### src/rtl/seven_seg_scan_ctrl.sv
// Multiplexed 4-digit seven-segment scan controller with a one-deep update buffer.
// Optional leading-zero blanking is enabled by defining SEVEN_SEG_LZ_BLANK_EN.
//
// state | meaning
// GAP   | all anodes off for one tick between digits
// SHOW  | current digit lit for DWELL_TICKS ticks
module seven_seg_scan_ctrl #(
    parameter int unsigned DWELL_TICKS = 4
) (
    input  logic        clk,
    input  logic        reset_n,
    input  logic        tick,
    input  logic        upd_valid,
    input  logic [15:0] upd_data,
    output logic        upd_ready,
    input  logic [3:0]  digit_en,
    output logic [3:0]  an,
    output logic [3:0]  nibble,
    output logic [1:0]  digit_idx,
    output logic        frame_done
);

    typedef enum logic {
        GAP  = 1'b0,
        SHOW = 1'b1
    } state_t;

    localparam logic [7:0] DWELL_LAST = 8'(DWELL_TICKS - 1);

    state_t      state_q, state_d;
    logic [7:0]  dwell_q, dwell_d;
    logic [1:0]  idx_q, idx_d;
    logic [15:0] disp_q, disp_d;
    logic [15:0] pend_q, pend_d;
    logic        pend_full_q, pend_full_d;
    logic        rdy_q;
    logic        fd_q, fd_d;
    logic        boundary;
    logic        xfer;
    logic        lit;
    logic [1:0]  msd;

    always_ff @(posedge clk or negedge reset_n) begin
        if (!reset_n) begin
            state_q     <= GAP;
            dwell_q     <= 8'd0;
            idx_q       <= 2'd0;
            disp_q      <= 16'h0000;
            pend_q      <= 16'h0000;
            pend_full_q <= 1'b0;
            rdy_q       <= 1'b0;
            fd_q        <= 1'b0;
        end else begin
            state_q     <= state_d;
            dwell_q     <= dwell_d;
            idx_q       <= idx_d;
            disp_q      <= disp_d;
            pend_q      <= pend_d;
            pend_full_q <= pend_full_d;
            rdy_q       <= ~pend_full_d;
            fd_q        <= fd_d;
        end
    end

    always_comb begin
        state_d  = state_q;
        dwell_d  = dwell_q;
        idx_d    = idx_q;
        boundary = 1'b0;
        if (tick) begin
            case (state_q)
                GAP: begin
                    state_d = SHOW;
                    dwell_d = 8'd0;
                end
                SHOW: begin
                    dwell_d = dwell_q + 8'd1;
                    if (dwell_q == DWELL_LAST) begin
                        state_d  = GAP;
                        idx_d    = idx_q + 2'd1;
                        boundary = (idx_q == 2'd3);
                    end
                end
                default: state_d = GAP;
            endcase
        end
        fd_d = boundary;
    end

    // ready is registered, so a transfer can never coincide with a full buffer draining
    always_comb begin
        xfer        = upd_valid & rdy_q;
        disp_d      = disp_q;
        pend_d      = pend_q;
        pend_full_d = pend_full_q;
        if (boundary && pend_full_q) begin
            disp_d      = pend_q;
            pend_full_d = 1'b0;
        end
        if (xfer) begin
            pend_d      = upd_data;
            pend_full_d = 1'b1;
        end
    end

    always_comb begin
        msd = 2'd0;
        if (disp_q[15:12] != 4'd0)
            msd = 2'd3;
        else if (disp_q[11:8] != 4'd0)
            msd = 2'd2;
        else if (disp_q[7:4] != 4'd0)
            msd = 2'd1;
`ifdef SEVEN_SEG_LZ_BLANK_EN
        lit = (state_q == SHOW) && digit_en[idx_q] && (idx_q <= msd);
`else
        lit = (state_q == SHOW) && digit_en[idx_q];
`endif
        an = lit ? ~(4'b0001 << idx_q) : 4'b1111;
    end

    assign nibble     = disp_q[{idx_q, 2'b00} +: 4];
    assign digit_idx  = idx_q;
    assign upd_ready  = rdy_q;
    assign frame_done = fd_q;

endmodule

### config.mk
export PLATFORM = sky130hd
export DESIGN_NAME = seven_seg_scan_ctrl
export DESIGN_NICKNAME = d
export VERILOG_FILES = /design/src/rtl/seven_seg_scan_ctrl.sv
export SDC_FILE = /design/constraint.sdc
export NUM_CORES = 1
export LEC_CHECK = 0
export BUFFER_PORTS_ARGS = -buffer_cell sky130_fd_sc_hd__clkbuf_2
export CORE_AREA = 5 5 92 68
export DETAILED_ROUTE_END_ITERATION = 10
export DIE_AREA = 0 0 97 73
export GPL_TIMING_DRIVEN = 0
export PLACE_DENSITY = 0.67
export REMOVE_ABC_BUFFERS = 1
export SLEW_MARGIN = 20
export SYNTH_ARGS = -nofsm -noshare
export SYNTH_HDL_FRONTEND = slang
export SYNTH_SLANG_ARGS = --single-unit
### constraint.sdc
create_clock -name clk -period 5.65 [get_ports clk]
set_input_delay 0 -clock clk [delete_from_list [all_inputs] [get_ports clk]]
set_output_delay 0 -clock clk [all_outputs]
set_load 0.03 [all_outputs]
==> metrics.txt <==
# TYPE chip_impl_metric gauge
chip_impl_metric{name="cts_resized",unit=""} 0
chip_impl_info{name="tritoncts",value="done"} 1
chip_impl_metric{name="worst_slew_pin_slew",unit="ps"} 826.6
chip_impl_metric{name="min_period",unit="ps"} 2232
chip_impl_metric{name="avgViaCountPerCell",unit=""} 4.682
chip_impl_metric{name="synth_top_area_share",unit="%"} 56.13
chip_impl_info{name="yosysMostFrequentCell",value="dfrtp_1"} 1
chip_impl_info{name="critPathTopFamily",value="simple AND/OR/NAND/NOR gates"} 1
chip_impl_metric{name="drt_pre_antenna_iters",unit=""} 4
chip_impl_metric{name="boundaryPins",unit=""} 36
chip_impl_info{name="reg2reg_to",value="disp_q[10]$_DFFE_PN0P_"} 1
chip_impl_metric{name="detail_route.drc_violations",unit=""} 0
chip_impl_metric{name="irDropWorstVdd",unit="uV"} 164.6
chip_impl_metric{name="tns",unit="ps"} 0
chip_impl_metric{name="r2r_slack",unit="ps"} 3420
chip_impl_metric{name="crit_arrival",unit="ps"} 2420
chip_impl_metric{name="drt_wl_total",unit="mm"} 3.653
chip_impl_metric{name="fin_nets",unit=""} 233
chip_impl_info{name="beginning_of_the_worst_register_to_register_path",value="dwell_q[5]$_DFFE_PN0P_"} 1
chip_impl_metric{name="critical_path_cell_count",unit=""} 4
chip_impl_metric{name="cap_violations",unit=""} 0
chip_impl_info{name="primary_ff_master_synth",value="dfrtp_1"} 1
chip_impl_metric{name="gr-usage-all-layers",unit="%"} 11.68
chip_impl_info{name="worst_hold_path_type",value="input pin to flop"} 1
chip_impl_metric{name="grt_antenna_before_repair",unit=""} 0
chip_impl_info{name="run_status",value="finished clean"} 1
chip_impl_metric{name="worstPathMaxFanout",unit=""} 10
chip_impl_metric{name="layout.core_utilization",unit="%"} 47.53
chip_impl_info{name="post_synth_main_area_contributors",value="dfrtp_1 (56%), mux2_2 (18%), mux4_2 (5.5%), ha_1 (3.1%), nand2_1 (1.8%)"} 1
chip_impl_metric{name="cts_inserted_buffers",unit=""} 5
chip_impl_info{name="timing.setup.critical_path_class",value="flop to flop"} 1
chip_impl_metric{name="post-place-cells",unit=""} 254
chip_impl_metric{name="via_count",unit=""} 1311
chip_impl_metric{name="cts-htree-levels",unit=""} 2
chip_impl_metric{name="buffer_ports.inserted",unit=""} 35
chip_impl_metric{name="fin_worst_skew",unit="ps"} 5.680
chip_impl_info{name="critical_path.cell_chain",value="or4_4, nor4_4, buf_6, mux2_2"} 1
chip_impl_metric{name="clock_latency",unit="ps"} 300
chip_impl_metric{name="width_of_the_die",unit="um"} 97
chip_impl_info{name="cpMaxStageDelayCell",value="or4_4"} 1
chip_impl_metric{name="finalMaxSlewViolations",unit=""} 0
chip_impl_info{name="setup.worst_path.start_class",value="flop"} 1
chip_impl_metric{name="wire_length_of_the_first_global_routing_pass",unit="mm"} 6.561
chip_impl_metric{name="seq_area_frac_synth",unit="%"} 56.13
chip_impl_metric{name="core_region_area",unit="um2"} 5439
chip_impl_metric{name="synth_edf_count",unit=""} 0
chip_impl_info{name="buffer_cell_driving_the_clock_tree_root",value="clkbuf_8"} 1
chip_impl_metric{name="antenna_cells_inserted",unit=""} 0
chip_impl_metric{name="cell_variety_after_synth",unit=""} 35
chip_impl_metric{name="setup_viol",unit=""} 0
chip_impl_metric{name="floorplan_die_height",unit="um"} 73
chip_impl_metric{name="worst-r2r-cell-count",unit=""} 4
chip_impl_metric{name="syn_area",unit="um2"} 2051
chip_impl_info{name="critical_path.startpoint",value="dwell_q[5]$_DFFE_PN0P_"} 1
chip_impl_metric{name="final-seq-area",unit="um2"} 1151
chip_impl_metric{name="postRouteAntennaNets",unit=""} 0
chip_impl_info{name="yosys.area.top_type",value="dfrtp_1"} 1
chip_impl_metric{name="cts.sinks",unit=""} 46
chip_impl_metric{name="detailed_place_hpwl",unit="mm"} 2.592
chip_impl_metric{name="total_power",unit="mW"} 0.7693
chip_impl_metric{name="avgRoutedWirePerCell",unit="um"} 13.05
chip_impl_metric{name="max_clock_freq",unit="MHz"} 448.1
chip_impl_metric{name="async_reset_ff_share",unit="%"} 100.0
chip_impl_metric{name="slew_headroom",unit="%"} 44.76
chip_impl_info{name="rsz0062_at_grt",value="no"} 1
chip_impl_metric{name="p_leak",unit="nW"} 1.209
chip_impl_metric{name="finalNonFillerCells",unit=""} 280
chip_impl_metric{name="dr.first_iter.drc_count",unit=""} 73
chip_impl_metric{name="postSynthRegisterBits",unit=""} 46
chip_impl_metric{name="clockBufferDepth",unit=""} 2
chip_impl_metric{name="globalplace.congestion",unit=""} 0.7968
chip_impl_metric{name="proportion_of_layout_cells_with_a_drive_suffix_above_1",unit="%"} 42.44
chip_impl_metric{name="crit_required",unit="ps"} 5840
chip_impl_metric{name="fp-row-count",unit=""} 23
chip_impl_metric{name="final.fill_count",unit=""} 489
chip_impl_info{name="synth_commonest_cells",value="dfrtp_1 (46), mux2_2 (33), nand2_1 (10)"} 1
chip_impl_info{name="worstSetupEndpoint",value="disp_q[10]$_DFFE_PN0P_"} 1
chip_impl_metric{name="syn2layout_area_growth",unit="%"} 26.05
chip_impl_metric{name="grt_start_max_net_pins",unit=""} 30
chip_impl_metric{name="number_of_global_route_vias_before_repair",unit=""} 1347
chip_impl_metric{name="multi_input_area",unit="um2"} 845.8
chip_impl_metric{name="gr-total-overflow",unit=""} 0
chip_impl_metric{name="final.period_utilization",unit="%"} 39.50
chip_impl_metric{name="cp.buffers_inverters",unit=""} 1
chip_impl_metric{name="crit_path_max_incr_delay",unit="ps"} 590
chip_impl_metric{name="mean_post_synth_cell_area",unit="um2"} 13.76
chip_impl_metric{name="path_clk_slew",unit="ps"} 80
chip_impl_metric{name="pwrdens",unit="nW/um2"} 297.6
chip_impl_metric{name="number_of_failing_hold_endpoints_at_the_final_stage",unit=""} 0
chip_impl_metric{name="synthesis.instances",unit=""} 149
chip_impl_info{name="critPathCaptureType",value="flop"} 1
chip_impl_metric{name="ys_warn_count",unit=""} 0
chip_impl_metric{name="floorplan.initialDensity",unit="%"} 37.70
chip_impl_metric{name="die_area",unit="um2"} 7081
[registers in the layout (all words and copies together) (netlist names)]
signal       count
dwell_q          8
digit_idx        2
state_q          1
disp_q          16
frame_done       1
upd_ready        1
pend_q          16
pend_full_q      1
[what timing repair did]
action / CTS / global route
setup endpoints to repair: 0 / 0
hold endpoints to repair: 33 / 0
hold buffers: 17 / 0
buffers inserted: 0 / 0
[kinds of logic after synthesis]
logic type	count (synthesis)	share of synthesized area, %
flops	46	56.13
mux	39	24.10
simple gates	31	9.092
compound gates	15	4.576
buf+inv	12	2.623
fa+ha+maj	5	3.051
xor+xnor	1	0.4272
[power breakdown]
group          switching, mW  total (mW)  internal (mW)
registers             0.0479       0.433          0.385
clock network          0.107       0.206         0.0983
logic                 0.0573       0.131         0.0739
total                  0.212       0.769          0.557
[tightest hold or removal path, delay by kind of cell]
| family | cells | cell delay [ps] |
|---|---|---|
| buffers and inverters | 1 | 90 |
| AOI/OAI and AO/OA | 2 | 210 |
[worst min path at each step]
stage / slack [ps] / depth (start not counted) / endpoint / start
floorplan: -300 / 0 / digit_idx[0]$_DFFE_PN0P_ / reset_n
global placement: 230 / 2 / pend_q[12]$_DFFE_PN0P_ / upd_data[12]
detailed placement: -30 / 1 / pend_full_q$_DFF_PN0_ / reset_n
CTS: 40 / 3 / pend_full_q$_DFF_PN0_ / upd_valid
global route: 50 / 3 / pend_full_q$_DFF_PN0_ / upd_valid
finish: 50 / 3 / pend_full_q$_DFF_PN0_ / upd_valid
[stage by stage]
step | area [um2] | setup WS [ps] | hold WS, ps
after detailed placement | 2308 | 3095 | -25.13
final | 2585 | 3418 | 50.24
after floorplan | 2019 | 3446 | -295.6
after CTS | 2574 | 3073 | 41.29
after global placement | 2288 | 3124 | 232.3
after global routing | 2585 | 3187 | 49.53
[per-layer routing]
layer	global-route usage, %	share of wire (%)
met1	15.84	51
met2	17.81	43
met3	3.343	4.5
met4	4.673	1.4
met5	0	0
[cell usage in the layout (no fill, tap or decap), types with 2 or more instances in the layout]
cell type and count:
dfrtp_1 46, clkbuf_2 35, mux2_2 33, dlygate4sd3_1 17
nand2_1 10, inv_1 6, clkbuf_8 6, mux4_2 5
o21ai_0 5, ha_1 5, a21oi_1 3, nand3_1 3
nor2_1 3, nor3_1 2, or3_1 2
[final cells by class]
cell class	count	area share (%)
clock buffers	6	3.195
inverters	6	0.8712
well taps	75	3.630
multi-input cells	91	32.72
flip-flops and latches	46	44.53
clock inverters	2	0.4840
repair buffers	54	14.57
Power figures use the tool's default switching activity.
